**src/rtl/gnw_pixel_pipe.sv**
```systemverilog
// Pixel pipe: fetches one artwork word per window pixel, composites latched segment masks over grey.
// Latency: RD_LAT+2 cycles from hpos/vpos/sync/blank inputs to rgb/sync/blank outputs.
// Backpressure: none; free-running raster, memory must answer every read in exactly RD_LAT cycles.
module gnw_pixel_pipe #(
    parameter int          IMG_W   = 720,
    parameter int          IMG_H   = 540,
    parameter int          X_OFF   = 40,
    parameter int          Y_OFF   = 30,
    parameter int          AW      = 19,
    parameter int          RD_LAT  = 2,
    parameter logic [23:0] BORDER  = 24'h000000,
    parameter logic [23:0] SEG_RGB = 24'h202020
) (
    input  logic          clk_vid,
    input  logic          rst_n,
    input  logic [10:0]   hpos,
    input  logic [9:0]    vpos,
    input  logic          hsync_in,
    input  logic          vsync_in,
    input  logic          hblank_in,
    input  logic          vblank_in,
    input  logic [127:0]  seg_on,
    output logic [AW-1:0] mem_addr,
    output logic          mem_rd,
    input  logic [15:0]   mem_data,
    output logic [23:0]   rgb,
    output logic          hsync,
    output logic          vsync,
    output logic          hblank,
    output logic          vblank
);

    typedef enum logic {WAIT_SOF, RUN} state_t;

    typedef struct packed {
        logic win;
        logic act;
        logic hs;
        logic vs;
        logic hb;
        logic vb;
    } flag_t;

    localparam flag_t       IDLE = '{win: 1'b0, act: 1'b0, hs: 1'b1, vs: 1'b1, hb: 1'b1, vb: 1'b1};
    localparam logic [10:0] X_LO = 11'(X_OFF);
    localparam logic [10:0] X_HI = 11'(X_OFF + IMG_W - 1);
    localparam logic [9:0]  Y_LO = 10'(Y_OFF);
    localparam logic [9:0]  Y_HI = 10'(Y_OFF + IMG_H - 1);

    state_t               state;
    logic [AW-1:0]        cnt;
    logic [127:0]         seg_lat;
    logic                 vblank_q;
    flag_t [RD_LAT:0]     pipe;
    flag_t                cur;
    flag_t                last;
    logic                 sof;
    logic                 go;
    logic                 win;
    logic                 act;

    always_comb begin
        sof  = (hpos == 11'd0) && (vpos == 10'd0);
        go   = (state == RUN) || sof;
        win  = (hpos >= X_LO) && (hpos <= X_HI) && (vpos >= Y_LO) && (vpos <= Y_HI);
        act  = !hblank_in && !vblank_in;
        // Before the first start-of-frame, inactive flags flow down the pipe so outputs stay idle
        cur  = go ? '{win: win, act: act, hs: hsync_in, vs: vsync_in, hb: hblank_in, vb: vblank_in}
                  : IDLE;
        last = pipe[RD_LAT];
    end

    always_ff @(posedge clk_vid) begin
        if (!rst_n) begin
            state    <= WAIT_SOF;
            cnt      <= '0;
            mem_addr <= '0;
            mem_rd   <= 1'b0;
            seg_lat  <= '0;
            vblank_q <= 1'b1;
            pipe     <= {(RD_LAT + 1){IDLE}};
            rgb      <= 24'h0;
            hsync    <= 1'b1;
            vsync    <= 1'b1;
            hblank   <= 1'b1;
            vblank   <= 1'b1;
        end else begin
            if (sof)
                state <= RUN;

            // Segment state is sampled once per frame at vblank start so a frame never tears
            vblank_q <= vblank_in;
            if (vblank_in && !vblank_q)
                seg_lat <= seg_on;

            mem_rd <= go && win;
            if (go) begin
                if (win) begin
                    mem_addr <= sof ? '0 : cnt;
                    cnt      <= sof ? AW'(1) : cnt + AW'(1);
                end else if (sof) begin
                    cnt <= '0;
                end
            end

            pipe <= {pipe[RD_LAT-1:0], cur};

            hsync  <= last.hs;
            vsync  <= last.vs;
            hblank <= last.hb;
            vblank <= last.vb;
            if (!last.act)
                rgb <= 24'h0;
            else if (!last.win)
                rgb <= BORDER;
            else if (mem_data[15] && seg_lat[mem_data[14:8]])
                rgb <= SEG_RGB;
            else
                rgb <= {3{mem_data[7:0]}};
        end
    end

endmodule

```
**config.mk**
```make
export PLATFORM = sky130hd
export DESIGN_NAME = gnw_pixel_pipe
export DESIGN_NICKNAME = d
export VERILOG_FILES = /design/src/rtl/gnw_pixel_pipe.sv
export SDC_FILE = /design/constraint.sdc
export NUM_CORES = 1
export LEC_CHECK = 0
export CAP_MARGIN = 20
export CORE_UTILIZATION = 40
export DETAILED_ROUTE_END_ITERATION = 16
export GPL_TIMING_DRIVEN = 0
export PLACE_DENSITY = 0.81
export RECOVER_POWER = 50
export SLEW_MARGIN = 0
export SYNTH_ARGS = -nofsm -noshare
export SYNTH_HDL_FRONTEND = slang
export SYNTH_SLANG_ARGS = --single-unit
```
**constraint.sdc**
```tcl
create_clock -name clk_vid -period 2 [get_ports clk_vid]
set_input_delay 0.4 -clock clk_vid [delete_from_list [all_inputs] [get_ports clk_vid]]
set_output_delay 0.4 -clock clk_vid [all_outputs]
set_load 0.02 [all_outputs]
```
==> run metrics, run 1 <==
Yosys reg bits=199; Slew @ Worst Pin=0.581 ns; pin count of the biggest net entering global routing=18; Port Buf Inserts=216; Vias=7966; final hold viol count=0; Post-Synthesis Cells=1013; Tot GR Track Use=0.225; Die Y=149 um; DIE AREA=22300 um2; critical path class=in -> reg; die width=149 um; Slew Viols, Final=0; Clock Sinks=199; fin crit period=2.01 ns; cell chain of the critical path=dlygate4sd2_1 > and3_4 > a31oi_4 > o2bb2ai_4 > or4_4 > buf_4 > or3_1 > a21oi_1; Max Cap Viol=0; Mapped Area=8670 um2; Hold Buf Count CTS=0; # DRC=0; Num CTS Buffers=17; Max VDD drop=0.587 mV; relative slew slack=0.613; clock-pin slew on the worst setup and hold paths=0.07 ns; GPL Wtd Cong=0.967; Initial Util=0.410; Clk Latency, worst-skew pair=0.43 ns; R2R Setup Slk=0.03 ns; Worst EP arrival=2.36 ns; failing checks=setup timing; most common cell after layout, fill and taps aside=nand2_1; CP max FO=4; Pleak=4.54 nW; Layout area overhead=39.2%; Worst Setup SP=hpos[5]; status=finished, violations left; clk_skew=0.0112 ns; Placed Cells=1504; CP Launch Type=input pin; Final #Nets=1433; Rows=53; final setup vio count=1; final worst slack=-0.0113 ns; Vias per Instance=5.14; FF-to-FF path depth=6; hold wc startpoint=pipe[6]; routed len/inst=16.4 um; grt ovf=0; worst hold path type=reg -> reg; Worst R2R End=cnt[10]; core area=21200 um2; syn_area_per_cell=8.56 um2; final cell count without fillers=1550; vias in the first global route=7719; CP peak stage delay=0.53 ns; Netlist cell types=46; CP endpoint kind=register; Max H-tree Level=4; Worst Setup EP=cnt[10]; Ys Warns=0; DRT iter0 DRCs=448; Post-DRT Antenna Nets=0; CTS max path bufs=2; worst path buffer plus inverter count=2; Setup TNS=-0.0113 ns; final WL=25.4 mm; ys flop type=dfxtp_1; Syn Nets=1185; CTS tree=built; CP delay by family, top=simple AND/OR/NAND/NOR gates; Post-DP HPWL=18.5 mm; number of synthesized flops with an enable pin=0; fraction of registers with async set/reset=0; Initial DRT Pass Iterations=5; Tcrit/Tclk final=1.01; initial antenna violation count=4; CP max stage cell=or4_4; most frequent cells in the layout=nand2_1 (284), dfxtp_1 (195), clkdlybuf4s50_1 (162); I/O Pins=219; Crit path required time=2.35 ns; Worst path depth=8; sequential area share after synthesis=0.460; maximum clock rate=0.497 GHz; Pwr per Cell Area=688 nW/um2; worst slack, placed=-1.16 ns; Tot Pwr=8.30 mW; first-pass GRT wire length=38.5 mm; r2r startpoint=cnt[1]; layout cells sized above 1=0.0983; CTS root buf=clkbuf_16
==> through the flow <==
stage                     hold WS [ns]  utilization  area, um2
final                            0.400        0.570      12100
after global routing             0.419        0.570      12100
after CTS                        0.403        0.562      11900
after detailed placement         0.392        0.529      11200
after global placement           0.389        0.529      11200
after floorplan                  0.386            -       8670
==> state kept, by name, indices dropped and copies added, names as in the netlist <==
name,cells
seg_lat,128
cnt,19
mem_addr,19
pipe,12
rgb,8
last,6
hblank,1
hsync,1
mem_rd,1
state,1
vblank,1
vblank_q,1
vsync,1
==> worst min-delay path by stage <==
stage	end	slack (ns)	cells past startpoint
CTS	last[0]	0.40	1
floorplan	hblank	0.39	1
detailed placement	last[0]	0.39	1
finish	last[0]	0.40	1
global placement	last[3]	0.39	1
global route	pipe[6]	0.42	1
==> repair_timing <==
item,in CTS,in global routing
cloned,0,1
pin swaps,13,9
resized for setup,54,37
setup endpoints to repair,149,79
buffers inserted,8,8
==> cell families (layout without fill, tap and decap cells) <==
| family | after synthesis | after routing | synth area share |
|---|---|---|---|
| adders and majority gates | 1 | 1 | 0.00144 |
| AOI/OAI and AO/OA | 247 | 247 | 0.202 |
| xor gates and xnor gates | 3 | 3 | 0.00303 |
| DFF | 199 | 199 | 0.460 |
| and+or+nand+nor | 402 | 402 | 0.207 |
| other | 0 | 3 | 0 |
| buffers and inverters | 97 | 356 | 0.0537 |
| muxes | 64 | 64 | 0.0739 |
==> power by group <==
part / total (mW) / switching [mW] / internal [mW]
Combinational: 0.941 / 0.431 / 0.510
Clock: 3.27 / 1.54 / 1.73
Sequential: 4.09 / 0.0457 / 4.05
Total: 8.30 / 2.01 / 6.29
==> routing by layer <==
layer,vias to the layer above,share of wire,routed length (um),track usage
li1,3916,-,-,-
met1,3725,0.41,10500,0.267
met2,287,0.50,12600,0.396
met3,34,0.073,1850,0.0505
met4,4,0.019,473,0.0801
met5,-,0.00098,25,0
==> cell usage after synthesis (all sizes together), types with 2 or more instances <==
cell type / number / area, um2
nor4: 6 / 37.5
nand3: 15 / 75.1
nor2: 7 / 26.3
and2: 19 / 119
a21boi: 136 / 1020
and3: 16 / 105
nor3: 4 / 25.0
buf: 30 / 214
nand2: 285 / 1070
nand2b: 16 / 100
dfxtp: 199 / 3980
inv: 11 / 41.3
a21oi: 39 / 195
or3: 14 / 87.6
clkbuf: 56 / 210
o311a: 2 / 20.0
o41ai: 2 / 17.5
nor2b: 4 / 25.0
o21a: 11 / 82.6
mux2i: 64 / 641
o21ai: 17 / 85.1
a22oi: 32 / 240
nand4: 4 / 25.0
xnor2: 2 / 17.5
or2: 5 / 31.3
or4: 3 / 30.0
==> area by class of cell <==
type	instances	area [um2]
antenna	3	7.51
sequential	199	3990
clock inverter	11	114
fill	1856	9090
inverter	11	41.3
tap	275	344
multi-input combinational	717	4400
buffer	82	460
timing repair buffer	233	2280
clock buffer	19	433
(Power assumes the default switching activity.)
==> run 2: changes to the inputs <==
CAP_MARGIN = unset   (was 20)
==> results of run 2 <==
The final DEF is identical to that of run 1; final timing and power are the same.
==> run 3: changes to the inputs <==
ABC_AREA = 1   (was unset)
==> run metrics, run 3 <==
Netlist cell types=42 (-8.7%); CTS max path bufs=2 (unchanged); number of synthesized flops with an enable pin=0 (unchanged); ys flop type=dfxtp_1; Hold Buf Count CTS=0 (unchanged); # DRC=0 (unchanged); Max VDD drop=0.568 mV (-3.3%); final core utilization=0.568 (-0.00208); CP max FO=10 (+6); global-route met3 utilization=0.0503 (-0.000154); worst hold path type=reg -> reg; post-synth top area share=0.456 (-0.00388); layout cells sized above 1=0.0830 (-0.0153); Num CTS Buffers=17 (unchanged); GRT Max-Usage Layer=met2; CP peak stage delay=0.64 ns (+0.11 ns); Max Cap Viol=0 (unchanged); Hold Worst Slack=0.414 ns (+0.0134 ns); hold wc startpoint=last[1]; syn_area_per_cell=6.99 um2 (-18%); final setup vio count=0 (-1); r2r startpoint=cnt[1]; Max H-tree Level=4 (unchanged); most frequent cell on the critical path=clkbuf_1; Slew @ Worst Pin=0.690 ns (+0.109 ns); Filler Cells Inserted=1998 (+7.7%); met1 GRT Util=0.301 (+0.0343); Final #Nets=1665 (+16%); Syn Nets=1423 (+20%); Tcrit/Tclk final=0.963 (-0.0423); Crit path required time=2.38 ns (+0.03 ns); die width=150 um (+0.42%); Ys Warns=0 (unchanged); Top reg by flops=seg_lat; clk_skew=0.0248 ns (+0.0136 ns); first-pass GRT wire length=42.0 mm (+8.9%); Vias per Instance=5.11 (-0.47%); CP Launch Type=input pin; DRT iter0 DRCs=752 (+68%); CTS root buf=clkbuf_16; most common cell after layout, fill and taps aside=nor2_1; area share of and/or/nand/nor cells after synthesis=0.354 (+0.147); R2R Setup Slk=0.26 ns (+0.23 ns); vias in the first global route=8537 (+11%); Mapped Area=8740 um2 (+0.85%); hold depth=1 (unchanged); CTS tree=built; final WL=26.8 mm (+5.3%); core area=21200 um2 (+0.31%); Worst R2R End=cnt[12]; GPL Wtd Cong=0.938 (-3.0%); Yosys reg bits=199 (unchanged); Setup TNS=0 ns (+0.0113 ns); cell chain of the critical path=clkdlybuf4s50_1 > clkbuf_1 > clkbuf_1 > o21ai_0 > nor2_1; Pleak=4.99 nW (+10%); pin count of the biggest net entering global routing=24 (+6); Post-DRT Antenna Nets=0 (unchanged); Initial Util=0.412 (+0.00220); Slew Viols, Final=0 (unchanged); Die Y=150 um (+0.42%); Synth Area in Adders=0.00143 (-0.0000122); fin crit period=1.93 ns (-0.0845 ns); maximum clock rate=0.519 GHz (+4.4%); Hold EP=hblank; Worst EP arrival=2.31 ns (-0.05 ns); routed len/inst=15.0 um (-8.5%); clock-pin slew on the worst setup and hold paths=0.08 ns (about the same); most common library cells after synthesis=nor2_1 (306), nand2_1 (225), dfxtp_1 (199), nand3_1 (140), o21ai_0 (139); Layout area overhead=38.0%; largest area contributor in the netlist=dfxtp_1; max FFs per register=128 (unchanged); Pwr per Cell Area=728 nW/um2 (+5.8%); DIE AREA=22400 um2 (+0.84%); most frequent cells in the layout=nor2_1 (305), nand2_1 (225), clkdlybuf4s50_1 (211); I/O Pins=219 (unchanged); grt ovf=0 (unchanged); count leader, synth=nor2_1; relative slew slack=0.540 (-0.0725); critical path class=in -> reg; GRT met2 Usage=0.399 (+0.00280); status=complete, no violations; complex-gate fraction of the synthesized area=0.109 (-0.0929); Vias=9120 (+14%); Clk Latency, worst-skew pair=0.45 ns (+0.02 ns); post-synthesis xor/xnor area fraction=0.00701 (+0.00398); CP max stage cell=clkdlybuf4s50_1; initial antenna violation count=2 (-2); largest family of logic cells by synthesized area=simple AND/OR/NAND/NOR gates; FF-to-FF path depth=10 (+4); sequential area share after synthesis=0.456 (-0.00388); Initial DRT Pass Iterations=6 (+1); Port Buf Inserts=215 (-0.46%); top flop regs=seg_lat x128, cnt x19, mem_addr x19; final hold viol count=0 (unchanged); Tot GR Track Use=0.242 (+0.0164); Clock Sinks=199 (unchanged); largest cells by area after synthesis=dfxtp_1 (46%), nor2_1 (13%), nand2_1 (9.7%); fraction of registers with async set/reset=0 (unchanged); Post-DP HPWL=19.3 mm (+4.4%); Rows=53 (unchanged); CP endpoint kind=register; Post-Synthesis Cells=1251 (+23%); mux cell area share after synthesis=0 (-0.0739)
-- run 3: changes by cell type in the layout (fill, tap and decap cells not counted), moves of 18 or more --
cell | before | now
dlygate4sd2_1 | 18 | 0
clkdlybuf4s50_1 | 162 | 211
dlygate4sd3_1 | 31 | 0
a21boi_0 | 136 | 0
inv_1 | 11 | 45
nor2_1 | 6 | 305
o21ai_0 | 16 | 139
nand2_1 | 284 | 225
nand3_1 | 13 | 139
mux2i_1 | 64 | 0
a22oi_1 | 28 | 0
-- run 3: layer usage --
metal  wire [um]  share of wire
met3        2480          0.092
met5           0              0
met4         930          0.035
met1       11100           0.41
met2       12300           0.46
-- run 3: how the worst max path moves through the flow --
stage | startpoint | endpoint | slack (ns) | depth (start not counted)
after floorplan | hpos[7] | cnt[7] | 0.33 | 8
after global placement | mem_data[8] | rgb[15] | -0.66 | 14
after detailed placement | mem_data[8] | rgb[19] | -0.71 | 14
after CTS | mem_data[8] | rgb[19] | 0.01 | 14
after global routing | vpos[4] | mem_addr[7] | -0.05 | 9
final | rst_n | seg_lat[5] | 0.07 | 5
-- run 3: timing repair --
item                                    in CTS  in global routing
setup buffers                                0                  8
endpoints found under the setup margin       8                130
pin swaps                                    1                  4
resized for setup                           20                 16
-- run 3: critical path, delay by kind of cell --
family | cells | cell delay, ns
AOI/OAI and AO/OA | 1 | 0.17
buffers and inverters | 3 | 1.61
and+or+nand+nor | 1 | 0.12
-- run 3: layout make-up --
cell class | instances | area [um2] | share of cell area
clock buffers | 17 | 425 | 0.0353
flip-flops and latches | 199 | 3980 | 0.330
repair buffers | 223 | 2230 | 0.185
multi-input cells | 912 | 4150 | 0.344
well taps | 275 | 344 | 0.0285
diodes | 2 | 5.00 | 0.000415
inverters | 46 | 175 | 0.0145
clock inverters | 15 | 216 | 0.0179
plain buffers | 94 | 531 | 0.0440
-- run 3: stage by stage --
stage,total power [mW],worst slack (ns),cell area (um2),instances
after global placement,5.20,-0.662,11200,1741
after detailed placement,5.22,-0.712,11200,1741
final,8.78,0.0733,12100,1783
after global routing,9.11,-0.0490,12100,1783
after CTS,8.79,0.0144,11900,1773
after floorplan,4.68,0.334,8740,1251
-- run 3: cells by family after synthesis --
kind of cell / Yosys count
and+or+nand+nor: 723
DFF: 199
AOI/OAI and AO/OA: 181
buffers and inverters: 140
xor gates and xnor gates: 7
adders and majority gates: 1
-- run 3: where the power goes --
group	switching [mW]	internal, mW
clock network	1.85	1.75
registers	0.0700	4.10
logic	0.528	0.497
total	2.44	6.34
